`config.mk`:
```
export PLATFORM = sky130hd
export DESIGN_NAME = ram_port_arbiter
export DESIGN_NICKNAME = d
export VERILOG_FILES = /design/src/rtl/ram_port_arbiter.sv
export SDC_FILE = /design/constraint.sdc
export NUM_CORES = 1
export LEC_CHECK = 0
export ABC_AREA = 1
export BUFFER_PORTS_ARGS = -buffer_cell sky130_fd_sc_hd__buf_2
export CAP_MARGIN = 40
export CORE_MARGIN = 5
export CORE_UTILIZATION = 47
export DETAILED_ROUTE_END_ITERATION = 12
export GPL_TIMING_DRIVEN = 0
export PLACE_DENSITY_LB_ADDON = 0.08
export RECOVER_POWER = 25
export SLEW_MARGIN = 20
export SYNTH_ARGS = -nofsm -noshare
export SYNTH_HDL_FRONTEND = slang
export SYNTH_SLANG_ARGS = --single-unit
export TNS_END_PERCENT = 10
```
`constraint.sdc`:
```
create_clock -name clk -period 4.4 [get_ports clk]
set_input_delay 0.44 -clock clk [delete_from_list [all_inputs] [get_ports clk]]
set_output_delay 0.44 -clock clk [all_outputs]
set_load 0.005 [all_outputs]
```
`src/rtl/ram_port_arbiter.sv`:
```
// Round-robin arbiter sharing one synchronous RAM port among NUM_REQ req/ack requesters.
// Latency: arbitration cycle to ack pulse is 2 cycles for writes, 3 for reads; one op in flight.
// Backpressure: requesters hold req until their ack; no arbitration happens until DONE returns to IDLE.
// Build option ARB_FIXED_PRIO_EN: lowest-index requester always wins and rr_ptr is removed.
module ram_port_arbiter #(
  parameter int NUM_REQ    = 4,
  parameter int ADDR_WIDTH = 4,
  parameter int DATA_WIDTH = 16
) (
  input  logic                          clk,
  input  logic                          rst,
  input  logic [NUM_REQ-1:0]            req,
  input  logic [NUM_REQ-1:0]            req_we,
  input  logic [NUM_REQ*ADDR_WIDTH-1:0] req_addr,
  input  logic [NUM_REQ*DATA_WIDTH-1:0] req_wdata,
  output logic [NUM_REQ-1:0]            gnt,
  output logic [NUM_REQ-1:0]            ack,
  output logic [DATA_WIDTH-1:0]         rdata,
  output logic                          busy,
  output logic                          ram_cs_n,
  output logic                          ram_we_n,
  output logic                          ram_oe_n,
  output logic [ADDR_WIDTH-1:0]         ram_addr,
  output logic [DATA_WIDTH-1:0]         ram_wdata,
  input  logic [DATA_WIDTH-1:0]         ram_rdata
);

  localparam int IDX_W = (NUM_REQ > 1) ? $clog2(NUM_REQ) : 1;

  typedef enum logic [1:0] {IDLE, ISSUE, CAPTURE, DONE} state_t;

  state_t           state;
  state_t           state_nxt;
  logic             op_we;
  logic             win_vld;
  logic [IDX_W-1:0] win_idx;

`ifndef ARB_FIXED_PRIO_EN
  logic [IDX_W-1:0] rr_ptr;
  logic [IDX_W-1:0] op_idx;

  // Winner search: first asserted req at or above rr_ptr, wrapping to 0.
  always_comb begin : win_sel
    int cand;
    win_vld = 1'b0;
    win_idx = '0;
    cand    = 0;
    for (int k = 0; k < NUM_REQ; k++) begin
      cand = int'(rr_ptr) + k;
      if (cand >= NUM_REQ) cand = cand - NUM_REQ;
      if (!win_vld && req[IDX_W'(cand)]) begin
        win_vld = 1'b1;
        win_idx = IDX_W'(cand);
      end
    end
  end
`else
  // Winner search: lowest-index asserted req (scan downward so the lowest overwrites last).
  always_comb begin
    win_vld = 1'b0;
    win_idx = '0;
    for (int i = NUM_REQ - 1; i >= 0; i--) begin
      if (req[IDX_W'(i)]) begin
        win_vld = 1'b1;
        win_idx = IDX_W'(i);
      end
    end
  end
`endif

  // State register.
  always_ff @(posedge clk or negedge rst) begin
    if (!rst) state <= IDLE;
    else      state <= state_nxt;
  end

  // Next-state: writes skip CAPTURE since there is no data to return.
  always_comb begin
    state_nxt = state;
    case (state)
      IDLE:    if (win_vld) state_nxt = ISSUE;
      ISSUE:   state_nxt = op_we ? DONE : CAPTURE;
      CAPTURE: state_nxt = DONE;
      DONE:    state_nxt = IDLE;
      default: state_nxt = IDLE;
    endcase
  end

  // Registered outputs: each output is loaded on the edge entering the state that shows it.
  always_ff @(posedge clk or negedge rst) begin
    if (!rst) begin
      gnt       <= '0;
      ack       <= '0;
      rdata     <= '0;
      busy      <= 1'b0;
      ram_cs_n  <= 1'b1;
      ram_we_n  <= 1'b1;
      ram_oe_n  <= 1'b1;
      ram_addr  <= '0;
      ram_wdata <= '0;
      op_we     <= 1'b0;
`ifndef ARB_FIXED_PRIO_EN
      rr_ptr    <= '0;
      op_idx    <= '0;
`endif
    end else begin
      // Command and ack are single-cycle; fall back to idle unless set below.
      ack      <= '0;
      ram_cs_n <= 1'b1;
      ram_we_n <= 1'b1;
      ram_oe_n <= 1'b1;
      busy     <= (state_nxt != IDLE);
      case (state)
        IDLE: begin
          if (win_vld) begin
            // The RAM address/data registers double as the latched request.
            op_we    <= req_we[win_idx];
            gnt      <= NUM_REQ'(1) << win_idx;
            ram_cs_n <= 1'b0;
            ram_we_n <= ~req_we[win_idx];
            ram_oe_n <= req_we[win_idx];
            ram_addr <= req_addr[win_idx*ADDR_WIDTH +: ADDR_WIDTH];
            if (req_we[win_idx]) ram_wdata <= req_wdata[win_idx*DATA_WIDTH +: DATA_WIDTH];
`ifndef ARB_FIXED_PRIO_EN
            op_idx   <= win_idx;
`endif
          end
        end
        ISSUE: begin
          if (op_we) ack <= gnt;
        end
        CAPTURE: begin
          rdata <= ram_rdata;
          ack   <= gnt;
        end
        DONE: begin
          gnt <= '0;
`ifndef ARB_FIXED_PRIO_EN
          if (op_idx == IDX_W'(NUM_REQ - 1)) rr_ptr <= '0;
          else                               rr_ptr <= op_idx + 1'b1;
`endif
        end
        default: gnt <= '0;
      endcase
    end
  end

endmodule

```
==> results.py, run 1 <==
metrics = {
    "worst_setup_path": {
        "critPathLaunchType": "input port",
        "required_ps": 4210,
        "path_class": "input port to async pin",
        "cp-end-kind": "async pin",
        "slowest_stage": "clkbuf_1",
        "cpLargestDelayFamily": "buffers and inverters",
        "path_cells": "clkbuf_1",
        "cp_num_buf_inv": 1,
        "path_max_fanout": 55,
        "max_stage_delay_ps": 1960,
        "cp.arrival_ps": 2440,
    },
    "final_layout": {
        "fin_area_um2": 4360,
        "fin_cells": 722,
        "final_core_util": 0.635,
        "fin_nets": 735,
        "drive_above_1_share": 0.336,
        "area_growth_pct": 29.6,
    },
    "route": {
        "drt-initial-drc-count": 107,
        "vias_per_cell": 4.92,
        "drt-total-wl_mm": 9.89,
        "wl_met3_um": 799,
        "via_count": 3554,
        "highest_layer": "met4",
        "wl_met2_mm": 5.07,
        "drc": 0,
        "routedWlPerCell_um": 13.7,
        "detail-route-antenna-nets": 0,
        "wl_met1_mm": 3.94,
        "dr.pass1.iters": 4,
    },
    "clock_tree": {
        "cts_buffers": 5,
        "post_cts.repair.setup_buffers": 0,
        "numClockSinks": 55,
        "clock_latency_ps": 310,
        "root_buffer": "clkbuf_8",
        "htreeDepth": 2,
        "clk_pin_slew_ps": 100,
        "cts_hold_buf": 0,
        "cts_max_path_buffers": 2,
        "cts_tree": "built",
        "cts_repair_resize_count": 0,
    },
    "global_routing": {
        "track_usage": 0.222,
        "antenna_found_initial": 0,
        "grt_pass1_wl_mm": 15.8,
        "grt.overflow.total": 0,
        "grt_max_degree": 56,
        "grt_pass1_vias": 3496,
    },
    "sta": {
        "finalMaxSlewViolations": 56,
        "period_share": 0.596,
        "finalSetupViolations": 0,
        "finalClockSkew_ps": 10.7,
        "relSlewSlack": -0.881,
        "hold_violations": 0,
        "layout_min_cycle_time_ps": 2620,
        "rsz0062_at_grt": "false",
        "fin_tns_setup_ps": 0,
        "worstMarginPinSlew_ps": 2820,
        "fmax_mhz": 381,
    },
    "power": {
        "switching_power_mw": 2.03,
        "power_frac_comb": 0.702,
        "p_seq_frac": 0.214,
        "design_power_total_mw": 3.94,
        "p_leak_nw": 2.56,
        "power_switching_share": 0.515,
        "irDropWorstVdd_mv": 0.430,
        "p_per_area_nw_per_um2": 903,
        "pwr-share-clk": 0.084,
        "internal_power_mw": 1.91,
    },
    "yosys": {
        "netlist_instances": 464,
        "ys_seq_elements": 55,
        "syn-num-nets": 575,
        "seq_area_frac_synth": 0.410,
        "avgSynthCellArea_um2": 7.26,
        "ys_types": 26,
        "yosys_warnings": 0,
        "syn_area_um2": 3370,
    },
    "place": {
        "dp.cells": 713,
        "numPortBuffers": 153,
        "hpwlAfterDp_mm": 7.77,
        "place_congestion": 0.846,
        "placed_area_um2": 4260,
    },
    "outcome": {
        "violations": "capacitance limit, slew limit",
        "status": "finished with violations",
    },
    "floorplanning": {
        "core_um2": 6870,
        "io_pins": 154,
        "rows": 30,
        "initial_utilization": 0.490,
        "die_h_um": 94.6,
        "dieArea_um2": 8960,
        "fp.dieW_um": 94.6,
    },
    "flow_run": {
        "maxCapViolCount": 1,
    },
    "worst_hold_path": {
        "hold_class": "input port to flip-flop",
    },
}
## cells in the final DEF, fill, tap and decap left out, types with 2 or more instances in the layout
cell	synthesis	routed
nand2_1	241	241
buf_2	2	154
dfrtp_1	52	52
nand4_1	35	35
nand3_1	24	24
inv_1	20	20
clkbuf_1	15	17
mux2_2	16	16
nor2_1	7	7
nand2_2	7	7
nand3_2	6	6
o21ai_0	5	5
ha_1	5	5
clkbuf_8	0	5
inv_2	4	4
buf_6	4	4
buf_4	4	4
o22ai_1	4	4
dfstp_2	3	3
a21oi_1	2	2
nand3_4	2	2
## power groups by stage
stage / clock, mW / combinational [mW] / sequential [mW]
floorplan: 0 / 1.99 / 0.860
global placement: 0 / 2.72 / 0.842
detailed placement: 0 / 2.78 / 0.848
CTS: 0.337 / 2.78 / 0.842
global route: 0.359 / 3.17 / 0.868
finish: 0.332 / 2.77 / 0.842
## cells in the mapped netlist
library cell  number  area (um^2)
ha_1               5         62.6
dfstp_2            3         78.8
nand3_2            6         60.1
inv_2              4         15.0
clkbuf_1          15         56.3
o31ai_1            1         7.51
inv_1             20         75.1
nor2_1             7         26.3
nor2_4             1         11.3
or2_2              1         6.26
nand3_1           24          120
o21ai_0            5         25.0
buf_4              4         30.0
nand2_1          241          905
buf_1              1         3.75
clkinv_1           1         3.75
a21oi_1            2         10.0
buf_2              2         10.0
nand4_1           35          219
buf_6              4         45.0
o22ai_1            4         25.0
nand2_4            1         11.3
nand3_4            2         35.0
dfrtp_1           52         1300
mux2_2            16          180
nand2_2            7         43.8
## layer usage
layer  vias up  global-route usage
met5         -                   0
met2       117               0.403
met4         0              0.0577
li1       1803                   -
met3         9              0.0598
met1      1625               0.258
## cell families (layout without fill, tap and decap cells)
| logic type | count (synthesis) | in the layout | synth area share |
|---|---|---|---|
| AOI/OAI and AO/OA | 12 | 12 | 0.0201 |
| adders and majority gates | 5 | 5 | 0.0186 |
| other | 0 | 1 | 0 |
| buffers and inverters | 51 | 212 | 0.0710 |
| DFF | 55 | 55 | 0.410 |
| and+or+nand+nor | 325 | 325 | 0.427 |
| muxes | 16 | 16 | 0.0535 |
## stage by stage
stage	setup WS, ps	hold slack (ps)
6_report	1780	355
5_1_grt	1050	343
4_1_cts	2170	199
3_5_place_dp	2160	460
3_3_place_gp	2210	461
2_1_floorplan	2530	144
## sequential cells by signal, summed over array words and instances, names as in the netlist
signal,cells
ack,4
busy,1
gnt,4
op_idx,2
op_we,1
ram_addr,4
ram_cs_n,1
ram_oe_n,1
ram_wdata,16
ram_we_n,1
rdata,16
rr_ptr,2
state,2
## final timing paths
path | from | endpoint | slack, ps | cells past startpoint
setup / recovery | rst | ram_wdata[13] | 1780 | 1
hold / removal | ram_rdata[9] | rdata[9] | 360 | 2
setup reg to reg | rr_ptr[0] | ram_wdata[3] | 2190 | 12
hold reg to reg | ram_wdata[6] | ram_wdata[6] | 480 | 2
max in group clk | rr_ptr[0] | ram_wdata[3] | 2190 | 12
min in group asynchronous | rst | ack[1] | 1030 | 1
## area by class of cell
class,instances,area [um^2]
fillers,654,2500
multi-input cells,358,1750
flip-flops and latches,55,1380
repair buffers,153,764
plain buffers,26,145
well taps,96,120
inverters,25,93.8
clock buffers,6,72.6
clock inverters,2,37.5
diodes,1,2.50
(Power assumes the default switching activity.)
==> run 2, diff against run 1 <==
Settings changed: ABC_AREA 1 to 0, CORE_UTILIZATION 47 to 45.
Clock period 4.4 ns to 2.68 ns, I/O delays scaled along.
==> run 2 against run 1 <==
The flow now finishes without violations. Clock skew shrank 4.6 ps. Routed wire length fell by 31%. Critical endpoint is now ram_wdata[1]. Area after synthesis is 14% lower. Global-route usage shrank 5.4 points. Highest routed layer unchanged. Setup slack got worse by 1500 ps. Critical path depth rose by 7.
==> results.py, run 2 <==
metrics = {
    "final_layout": {
        "antenna_cells": 0,
        "fin_area_um2": 3870,
        "drive_above_1_share": 0.538,
        "reg.largest.list": "ram_wdata: 16 flops, rdata: 16 flops",
        "fin_cells": 473,
        "layout.filler_cells": 557,
        "area_growth_pct": 33.0,
        "final_cell_mix": "157 x buf_2, 59 x mux2i_1, 52 x dfrtp_1, 30 x mux2_2, 18 x nand2_1",
        "regArea_um2": 1380,
        "mostFrequentLayoutCell": "buf_2",
        "final_core_util": 0.613,
        "fin_nets": 506,
        "multi_input_area_um2": 1440,
    },
    "sta": {
        "finalSetupViolations": 0,
        "hold_ws_ps": 193,
        "fin_tns_setup_ps": 0,
        "relSlewSlack": 0.108,
        "hold_violations": 0,
        "rsz0062_at_grt": "false",
        "worst_slack_ps": 309,
        "fmax_mhz": 422,
        "finalClockSkew_ps": 6.10,
        "finalMaxSlewViolations": 0,
        "period_share": 0.885,
        "layout_min_cycle_time_ps": 2370,
        "worstMarginPinSlew_ps": 1340,
    },
    "route": {
        "drc": 0,
        "vias_per_cell": 5.02,
        "via_count": 2373,
        "dr.pass1.iters": 4,
        "drt-initial-drc-count": 90,
        "detail-route-antenna-nets": 0,
        "drt-total-wl_mm": 6.78,
        "routedWlPerCell_um": 14.3,
    },
    "yosys": {
        "synthDominantCellAreaShare": 0.447,
        "syn-num-nets": 346,
        "synth_top_area_cell": "dfrtp_1",
        "synth-xor-area-share": 0,
        "synthMuxAreaShare": 0.360,
        "ys_types": 33,
        "synthAdderAreaFrac": 0.0215,
        "synthSimpleGateAreaFrac": 0.0636,
        "synth_top_family_by_area": "multiplexers",
        "ys.flop_type": "dfrtp_1",
        "syn_area_um2": 2910,
        "synth_edf_count": 0,
        "avgSynthCellArea_um2": 12.4,
        "seq_area_frac_synth": 0.474,
        "netlist_instances": 235,
        "ys_seq_elements": 55,
        "synth-async-reset-ratio": 1.00,
        "synthTopCellsByCount": "59 x mux2i_1, 52 x dfrtp_1, 30 x mux2_2",
        "yosys-top-cells-area": "dfrtp_1 45%, mux2i_1 20%, mux2_2 12%, mux2_4 4.1%, dfstp_2 2.7%",
        "yosys_warnings": 0,
        "synth_compound_area_frac": 0.0486,
        "yosysMostFrequentCell": "mux2i_1",
    },
    "worst_setup_path": {
        "cpLargestDelayFamily": "multiplexers",
        "max_stage_delay_ps": 460,
        "path_class": "flip-flop to flip-flop",
        "cp_num_buf_inv": 2,
        "path_max_fanout": 10,
        "path_cells": "mux2i_1 > o22ai_2 > nor2_4 > mux2i_1 > o22a_1 > buf_6 > buf_6 > mux2_4",
        "cp.arrival_ps": 2560,
        "cp-end-kind": "flip-flop",
        "critPathLaunchType": "flip-flop",
        "required_ps": 2870,
        "slowest_stage": "dfrtp_1",
    },
    "floorplanning": {
        "io_pins": 154,
        "core_um2": 6310,
        "rows": 29,
        "dieArea_um2": 8180,
        "fp.dieW_um": 90.4,
        "die_h_um": 90.4,
        "initial_utilization": 0.461,
    },
    "power": {
        "irDropWorstVdd_mv": 0.485,
        "p_per_area_nw_per_um2": 1000,
        "design_power_total_mw": 3.88,
        "p_leak_nw": 2.05,
    },
    "global_routing": {
        "antenna_found_initial": 0,
        "grt_pass1_wl_mm": 11.5,
        "grt.overflow.total": 0,
        "track_usage": 0.169,
        "grt_pass1_vias": 2429,
        "grt_max_degree": 56,
    },
    "clock_tree": {
        "root_buffer": "clkbuf_8",
        "clk_pin_slew_ps": 100,
        "cts_max_path_buffers": 2,
        "post_cts.repair.setup_buffers": 0,
        "clock_latency_ps": 300,
        "cts_buffers": 5,
        "cts_hold_buf": 0,
        "cts_tree": "built",
        "htreeDepth": 2,
        "numClockSinks": 55,
        "cts_repair_resize_count": 0,
    },
    "place": {
        "place_congestion": 0.747,
        "hpwlAfterDp_mm": 5.49,
        "dp_slack_ps": 285,
        "dp.cells": 465,
        "placed_area_um2": 3770,
        "numPortBuffers": 153,
    },
    "worst_hold_path": {
        "hold_class": "input port to flip-flop",
    },
    "flow_run": {
        "maxCapViolCount": 0,
    },
    "outcome": {
        "status": "completed",
    },
}
run 2: report_power, final:
part / internal (mW) / total, mW / switching, mW
Combinational: 1.08 / 1.97 / 0.884
Sequential: 1.24 / 1.44 / 0.209
Clock: 0.211 / 0.474 / 0.263
Total: 2.53 / 3.88 / 1.36
run 2: kinds of logic (layout without fill, tap and decap cells):
group / count (synthesis) / in the layout
AO/OA/AOI/OAI: 24 / 24
adder cells (fa/ha/maj): 5 / 5
buffers and inverters: 17 / 178
flip-flops: 55 / 55
multiplexers: 97 / 97
AND/OR/NAND/NOR: 37 / 37
run 2: cell type report:
class / instances / area share
Sequential cell: 55 / 0.356
Multi-Input combinational cell: 163 / 0.371
Tap cell: 77 / 0.0249
Buffer: 12 / 0.0191
Clock buffer: 6 / 0.0213
Inverter: 5 / 0.00485
Clock inverter: 2 / 0.00420
Timing Repair Buffer: 153 / 0.198
run 2: worst register-to-register path: cells and delay by family (launching register included):
family / cells / cell delay, ps
flip-flops: 1 / 460
buffers and inverters: 2 / 320
multiplexers: 3 / 860
AO/OA/AOI/OAI: 2 / 320
AND/OR/NAND/NOR: 1 / 310
run 2: per-layer routing:
| metal | vias to the layer above | track usage | part of all wire |
|---|---|---|---|
| met5 | - | 0 | 0 |
| li1 | 1160 | - | - |
| met3 | 7 | 0.0458 | 0.079 |
| met2 | 102 | 0.290 | 0.50 |
| met1 | 1104 | 0.210 | 0.41 |
| met4 | 0 | 0.0422 | 0.011 |
run 2: final timing paths:
kind	startpoint	to	slack (ps)	depth (start not counted)
worst max-delay path	rr_ptr[1]	ram_wdata[1]	310	8
worst min-delay path	ram_rdata[10]	rdata[10]	190	2
worst max register to register	rr_ptr[1]	ram_wdata[1]	310	8
worst min register to register	op_idx[1]	op_idx[1]	490	2
max in group asynchronous	rst	op_we	1620	1
min in group asynchronous	rst	rdata[1]	260	1
